==> config.mk <==
export PLATFORM = sky130hd
export DESIGN_NAME = hitchhike_tag_decoder
export DESIGN_NICKNAME = d
export VERILOG_FILES = /design/src/rtl/hitchhike_tag_decoder.sv
export SDC_FILE = /design/constraint.sdc
export NUM_CORES = 1
export LEC_CHECK = 0
export CAP_MARGIN = 20
export CORE_UTILIZATION = 50
export CTS_BUF_LIST = sky130_fd_sc_hd__clkbuf_16
export CTS_CLUSTER_SIZE = 40
export DETAILED_ROUTE_END_ITERATION = 12
export PLACE_DENSITY = 0.66
export SYNTH_ARGS = -nofsm -noshare
export SYNTH_HDL_FRONTEND = slang
export SYNTH_SLANG_ARGS = --single-unit
==> constraint.sdc <==
create_clock -name clock -period 3.3 [get_ports clock]
set_input_delay 0.66 -clock clock [delete_from_list [all_inputs] [get_ports clock]]
set_output_delay 0.66 -clock clock [all_outputs]
set_load 0.01 [all_outputs]
==> src/rtl/hitchhike_tag_decoder.sv <==
// HitchHike receive-side tag decoder: aligns original and backscatter DBPSK streams,
// XORs paired symbols and majority-votes each group into a tag bit. Optional: HITCHHIKE_TAG_DEC_CONF_EN.
module hitchhike_tag_decoder #(
  parameter int unsigned FIFO_DEPTH   = 16,
  parameter int unsigned SKIP_SYMS    = 192,
  parameter int unsigned SYMS_PER_BIT = 4,
  parameter int unsigned CNT_W        = 16
) (
  input  logic             clock,
  input  logic             reset,
  input  logic             pkt_start,
  input  logic             pkt_end,
  input  logic             orig_bit,
  input  logic             orig_valid,
  input  logic             bs_bit,
  input  logic             bs_valid,
  output logic             tag_bit,
  output logic             tag_valid,
  output logic [CNT_W-1:0] tag_count,
  output logic             busy,
  output logic             pkt_done,
`ifdef HITCHHIKE_TAG_DEC_CONF_EN
  output logic [7:0]       tag_conf,
  output logic             low_conf,
`endif
  output logic             overflow
);

  localparam int unsigned AW = $clog2(FIFO_DEPTH);
  localparam int unsigned PW = AW + 1;
  localparam int unsigned SW = (SKIP_SYMS > 0) ? $clog2(SKIP_SYMS + 1) : 1;

  typedef enum logic [1:0] {StIdle, StSkip, StDecode, StDrain} state_e;

  state_e                state_q;
  logic [FIFO_DEPTH-1:0] o_mem_q, b_mem_q;
  logic [AW:0]           o_wr_q, o_rd_q, b_wr_q, b_rd_q;
  logic [SW-1:0]         skip_cnt_q;
  logic [7:0]            ones_q, sym_q;

  logic          o_empty, b_empty, o_full, b_full;
  logic          capture, pop, o_push, b_push, drop, chip;
  logic          skip_done, decoding, group_done, vote;
  logic [SW-1:0] skip_nxt;
  logic [7:0]    ones_nxt, sym_nxt, conf_nxt;
  logic [8:0]    ones_x2;

  always_comb begin
    o_empty    = (o_wr_q == o_rd_q);
    b_empty    = (b_wr_q == b_rd_q);
    o_full     = (o_wr_q[AW] != o_rd_q[AW]) && (o_wr_q[AW-1:0] == o_rd_q[AW-1:0]);
    b_full     = (b_wr_q[AW] != b_rd_q[AW]) && (b_wr_q[AW-1:0] == b_rd_q[AW-1:0]);
    capture    = ((state_q == StSkip) || (state_q == StDecode)) && !pkt_start;
    pop        = (state_q != StIdle) && !pkt_start && !o_empty && !b_empty;
    // A full FIFO still accepts a write in a cycle where it is also popped.
    o_push     = capture && orig_valid && (!o_full || pop);
    b_push     = capture && bs_valid && (!b_full || pop);
    drop       = capture && ((orig_valid && o_full && !pop) || (bs_valid && b_full && !pop));
    chip       = o_mem_q[o_rd_q[AW-1:0]] ^ b_mem_q[b_rd_q[AW-1:0]];
    skip_done  = (skip_cnt_q == SW'(SKIP_SYMS));
    skip_nxt   = skip_cnt_q + SW'(1);
    decoding   = pop && skip_done;
    ones_nxt   = ones_q + 8'(chip);
    sym_nxt    = sym_q + 8'd1;
    group_done = decoding && (sym_nxt == 8'(SYMS_PER_BIT));
    ones_x2    = {ones_nxt, 1'b0};
    vote       = (ones_x2 > 9'(SYMS_PER_BIT));
    conf_nxt   = vote ? ones_nxt : (8'(SYMS_PER_BIT) - ones_nxt);
  end

  assign busy = (state_q != StIdle);

  always_ff @(posedge clock or negedge reset) begin
    if (!reset) begin
      state_q    <= StIdle;
      o_mem_q    <= '0;
      b_mem_q    <= '0;
      o_wr_q     <= '0;
      o_rd_q     <= '0;
      b_wr_q     <= '0;
      b_rd_q     <= '0;
      skip_cnt_q <= '0;
      ones_q     <= '0;
      sym_q      <= '0;
      tag_bit    <= 1'b0;
      tag_valid  <= 1'b0;
      tag_count  <= '0;
      pkt_done   <= 1'b0;
      overflow   <= 1'b0;
`ifdef HITCHHIKE_TAG_DEC_CONF_EN
      tag_conf   <= '0;
      low_conf   <= 1'b0;
`endif
    end else begin
      tag_valid <= 1'b0;
      pkt_done  <= 1'b0;
      if (o_push) begin
        o_mem_q[o_wr_q[AW-1:0]] <= orig_bit;
        o_wr_q                  <= o_wr_q + PW'(1);
      end
      if (b_push) begin
        b_mem_q[b_wr_q[AW-1:0]] <= bs_bit;
        b_wr_q                  <= b_wr_q + PW'(1);
      end
      if (pop) begin
        o_rd_q <= o_rd_q + PW'(1);
        b_rd_q <= b_rd_q + PW'(1);
      end
      if (drop) overflow <= 1'b1;

      if (pkt_start) begin
        // Restart wins over everything else, including a coincident pkt_end.
        o_wr_q     <= '0;
        o_rd_q     <= '0;
        b_wr_q     <= '0;
        b_rd_q     <= '0;
        skip_cnt_q <= '0;
        ones_q     <= '0;
        sym_q      <= '0;
        tag_count  <= '0;
        overflow   <= 1'b0;
`ifdef HITCHHIKE_TAG_DEC_CONF_EN
        low_conf   <= 1'b0;
`endif
        state_q    <= (SKIP_SYMS == 0) ? StDecode : StSkip;
      end else begin
        if (pop && !skip_done) skip_cnt_q <= skip_nxt;
        if (decoding) begin
          if (group_done) begin
            tag_valid <= 1'b1;
            tag_bit   <= vote;
            ones_q    <= '0;
            sym_q     <= '0;
            if (tag_count != '1) tag_count <= tag_count + CNT_W'(1);
`ifdef HITCHHIKE_TAG_DEC_CONF_EN
            tag_conf  <= conf_nxt;
            if (conf_nxt < 8'(SYMS_PER_BIT)) low_conf <= 1'b1;
`endif
          end else begin
            ones_q <= ones_nxt;
            sym_q  <= sym_nxt;
          end
        end
        unique case (state_q)
          StSkip: begin
            if (pkt_end) state_q <= StDrain;
            else if (pop && (skip_nxt == SW'(SKIP_SYMS))) state_q <= StDecode;
          end
          StDecode: if (pkt_end) state_q <= StDrain;
          StDrain: begin
            if (o_empty || b_empty) begin
              state_q  <= StIdle;
              pkt_done <= 1'b1;
              o_wr_q   <= '0;
              o_rd_q   <= '0;
              b_wr_q   <= '0;
              b_rd_q   <= '0;
              ones_q   <= '0;
              sym_q    <= '0;
            end
          end
          default: ;
        endcase
      end
    end
  end

endmodule
; ---- Yosys cells after proc, flatten, opt, wreduce, memory -nomap -nowiden
; Index checks and enable logic that the tools add are counted.
[totals]
register_bits = 98
output_inout_bits = 21
elab_cells = 147
[op_classes]
addsub = 8
n_lt_le_gt_ge = 7
n_eq_ne = 16
n_mux = 56
bitwise = 2
n_reduce_logical = 43
[ops]
columns = cell, count
row1 = 2-to-1 mux 8 bit, 12
row2 = 2-to-1 mux 5 bit, 16
row3 = 2-to-1 mux 16 bit, 4
row4 = bitwise mux 16 bit, 2
row5 = logical AND 1 bit, 21
row6 = "adder 5 x 1 -> 5 bit, second input constant", 4
row7 = "less-than comparator 4 x 5 -> 1 bit, second input constant", 4
row8 = "adder 16 x 1 -> 16 bit, second input constant", 1
row9 = "adder 8 x 1 -> 8 bit, second input constant", 2
row10 = "equality test 8 bit, second input constant", 2
row11 = "!= test 16 bit, second input constant", 1
row12 = 2-to-1 mux 1 bit, 12
row13 = nonzero test 2 bit, 6
row14 = equality test 5 bit, 2
row15 = 2-to-1 mux 2 bit, 5
row16 = "> comparator 9 x 3 -> 1 bit, second input constant", 1
row17 = adder 8 x 1 -> 8 bit, 1
row18 = binary-select mux 1 bit (select 4 bit), 2
row19 = demux 1 bit (select 4 bit), 2
row20 = equality test 4 bit, 2
row21 = "equality test 8 x 3 -> 1 bit, second input constant", 1
row22 = ">= comparator 4 x 1 -> 1 bit, second input constant", 2
row23 = zero test 1 bit, 7
row24 = "!= test 3 bit, second input constant", 2
row25 = other kinds (11), 18

; ---- Longest topological paths before layout
; Gate-level depths: netlist (run 1).
[logic_depth]
word_depth = 11
ltp_mapped = 12
ltp_nobuf = 11

; ---- Worst setup path after synthesis (run 1)
; Ideal clock, no wire load.
[synth_path]
path_kind = register to register
from = reg b_rd_q[0]
to = reg tag_bit
arrival_time_ns = 2.930
required_time_ns = 3.175
slack_ns = 0.246
path_stages_with_launch = 11
path_cell_list = dfrtp_1 > buf_4 > mux4_2 > mux4_2 > xor2_1 > ha_1 > ha_1 > or4_1 > o21ai_0 > nand3_1 > mux2_2
[synth_via]
elab_chain_cells = 6
word_cells_on_any_way = 11
cone_classes = 1 x add/sub / 1 x order compare / 1 x eq/ne / 2 x mux / 1 x bitwise / 5 x reduce/logical
[synth_rtl]
columns = item, line
row1 = start: declaration, 37  ; logic [AW:0] o_wr_q, o_rd_q, b_wr_q, b_rd_q;
row2 = start signal: assignment, 107  ; b_rd_q <= b_rd_q + PW'(1);
row3 = branches (longest 6 deep; another with > comparator 9 x 3 -> 1 bit), n/a
row4 = end signal: assignment, 131  ; tag_bit <= vote;
row5 = end: declaration, 17  ; output logic tag_bit,
; Several ways; the timed one is not identified. The select of a mux whose other input is x is not followed.
; A chain may end at the register's enable or synchronous reset.

; ---- Worst setup path in the final report (run 1)
; Ends and elaborated chain as after synthesis.

==> impl_metrics.toml, run 1 <==
[clock_network]
clock_sinks = 98
cts_buffers = 9
cts_root_buf = "clkbuf_16"
cts_setup_buffers = 0
htree_levels = 3
ctsHoldBuffers = 0
clk_latency_ns = 0.35
ctsResizeCount = 0
path_clk_slew_ns = 0.07
cts_tree = "done"
clockBufferDepth = 2

[outcome]
outcome = "complete, no violations"

[global_routing]
grt.busiest_layer = "met2"
use_met2_pct = 36.1
use_met1_pct = 30.7
globalRouteMet3Util_pct = 4.13
grt_max_degree = 55
grt.total_usage_pct = 22.3
antenna_found_initial = 0
grt_pass1_wl_um = 20100
grt_overflow = 0
grt_pass1_vias = 4078

[layout]
layout-drive-gt1-share_pct = 15.5
area_delta_synth_final_pct = 14.1
final_cells = 710
n_fill_cell = 860
final_nets = 599
diodes = 0

[flow_run]
drv.max_cap_violation_count = 0

[floorplan]
die_x_um = 107
rows = 37
core_mm2 = 0.0105
ios = 29
start_util_pct = 52.4
dieArea_mm2 = 0.0114
die_h_um = 107

[logic_synthesis]
yosys.area.top_type = "dfrtp_1"
yosys_warnings = 0
synth.avg_cell_area_um2 = 10.2
yosysMostFrequentCell = "dfrtp_1"
synth_top_area_share_pct = 44.6
synth_edf_count = 0
seq_area_frac_synth_pct = 44.6
ys_ff_latch = 98
synth_nets = 567
ys_types = 49
synth_common_cells = "98 x dfrtp_1, 54 x nand3_1, 50 x nor2_1, 34 x nand2_1"
synth.cell_area_mm2 = 0.00550
syn-instance-count = 537
synth-async-reset-ratio_pct = 100
yosys-top-cells-area = "dfrtp_1 45%, mux2_2 6.8%, xor2_1 5.3%"
ys.flop_type = "dfrtp_1"

[setup_path]
start_kind = "register"
cp_common_cell = "mux4_2"
crit_family = "multiplexers"
critPathSlowestCell = "mux4_2"
worstPathCellList = "mux4_2, mux4_2, xor2_1, ha_1, ha_2, or4_1, o21ai_0, nand3_1, mux2_2"
cp_max_fo = 5
slowest_delay_ns = 0.52
crit_type = "register to register"
crit_buf_inv = 0
end_kind = "register"
arrival_ns = 3.39
required_ns = 3.53

[power]
irDropWorstVdd_mv = 0.273
p_leak_nw = 2.72
p_total_w = 0.00295
p_per_area_mw_per_mm2 = 470

[routing]
wl_per_cell_um = 16.3
drt_iter0_drc = 185
routed_via_density = 5.86
vias = 4161
wl_um = 11600
drtPass1Iterations = 5
ant_nets = 0
drc = 0

[timing]
fin_crit_sh_pct = 95.5
worst_pin_slew_ns = 0.927
slew_viol_final = 0
skew_ns = 0.00908
timing.final.crit_period_ns = 3.15
setup_viol = 0
rsz0062_at_grt = "no"
fmax_mhz = 317
fin_tns_setup_ns = 0
max-slew-margin-rel_pct = 38.2
final_hold_viol_count = 0

[worst_hold_path]
min_path_type = "primary input to async pin"

[placed_design]
gp_congestion = 0.807
dp.cells = 694
dp_hpwl_um = 8160
port_buffers = 28
state kept, by name, summed over array words and instances, names as in the netlist, 8 cells and up:
signal and cells:
sym_q 8, o_mem_q 16, tag_count 16, skip_cnt_q 8
b_mem_q 16, ones_q 8
per-layer routing:
metal,routed length (um),part of all wire [%]
met1,5460,47
met2,5560,48
met3,415,3.6
met4,146,1.3
met5,0,0
cell type report:
cell class,instances,area (um2),share of cell area (%)
inverters,17,63.8,1.02
flip-flops and latches,98,2450,39.1
clock buffers,9,225,3.59
clock inverters,7,86.3,1.38
repair buffers,48,440,7.02
well taps,136,170,2.71
multi-input cells,395,2840,45.2
layout by cell type (no fill, tap or decap), types with 8 or more instances in the layout:
cell	Yosys	layout
clkbuf_16	0	9
o21ai_0	17	17
nor2_1	50	49
a21oi_1	25	25
ha_1	22	21
mux4_2	10	10
o31ai_1	8	8
or3_1	13	13
nand3_1	54	54
nand2_1	34	34
nand4_1	22	22
clkdlybuf4s50_1	0	27
dfrtp_1	98	97
inv_1	17	19
xor2_1	33	33
buf_4	9	20
xnor2_1	11	11
mux2_2	33	33
through the flow:
| step | hold WS [ns] | worst slack (ns) | instance area, um2 | utilization (%) |
|---|---|---|---|---|
| 5_1_grt | 0.362 | 0.00662 | 6280 | 59.7 |
| 3_3_place_gp | 0.485 | 0.0795 | 5960 | 56.7 |
| 4_1_cts | 0.344 | 0.0366 | 6270 | 59.7 |
| 2_1_floorplan | 0.364 | 0.246 | 5500 | - |
| 6_report | 0.314 | 0.147 | 6280 | 59.7 |
| 3_5_place_dp | 0.493 | 0.0437 | 5960 | 56.7 |
cells by family (layout without fill, tap and decap cells):
family                   Yosys count  after routing  synth area share, %
AND/OR/NAND/NOR                  205            205                 18.7
multiplexers                      46             46                 11.4
flip-flops                        98             98                 44.6
buffers and inverters             44             81                 3.98
XOR/XNOR                          44             44                 7.00
AO/OA/AOI/OAI                     78             78                 9.35
adder cells (fa/ha/maj)           22             22                 5.00
power by group:
part           total, W  switching [W]  internal, W
Combinational  0.000530       0.000304     0.000226
Clock           0.00112       0.000461     0.000658
Sequential      0.00130      0.0000471      0.00126
final timing paths:
check	start	end	slack, ns	cells past startpoint
worst min-delay path	reset	tag_count[12]$_DFFE_PN0P_	0.31	1
worst min register to register	b_mem_q[15]$_DFFE_PN0P_	b_mem_q[15]$_DFFE_PN0P_	0.51	1
max in group asynchronous	reset	b_rd_q[0]$_DFF_PN0_	2.25	2
min in group clock	b_mem_q[15]$_DFFE_PN0P_	b_mem_q[15]$_DFFE_PN0P_	0.51	1
worst max register to register	b_rd_q[0]$_DFF_PN0_	tag_bit$_DFFE_PN0P_	0.15	9
worst max-delay path	b_rd_q[0]$_DFF_PN0_	tag_bit$_DFFE_PN0P_	0.15	9
No activity file was read; power rests on OpenSTA's default activity.
==> inputs of run 2 (changes only) <==
- TNS_END_PERCENT: unset -> 5
==> results of run 2 <==
No change in the layout: final DEF, timing and power equal those of run 1.
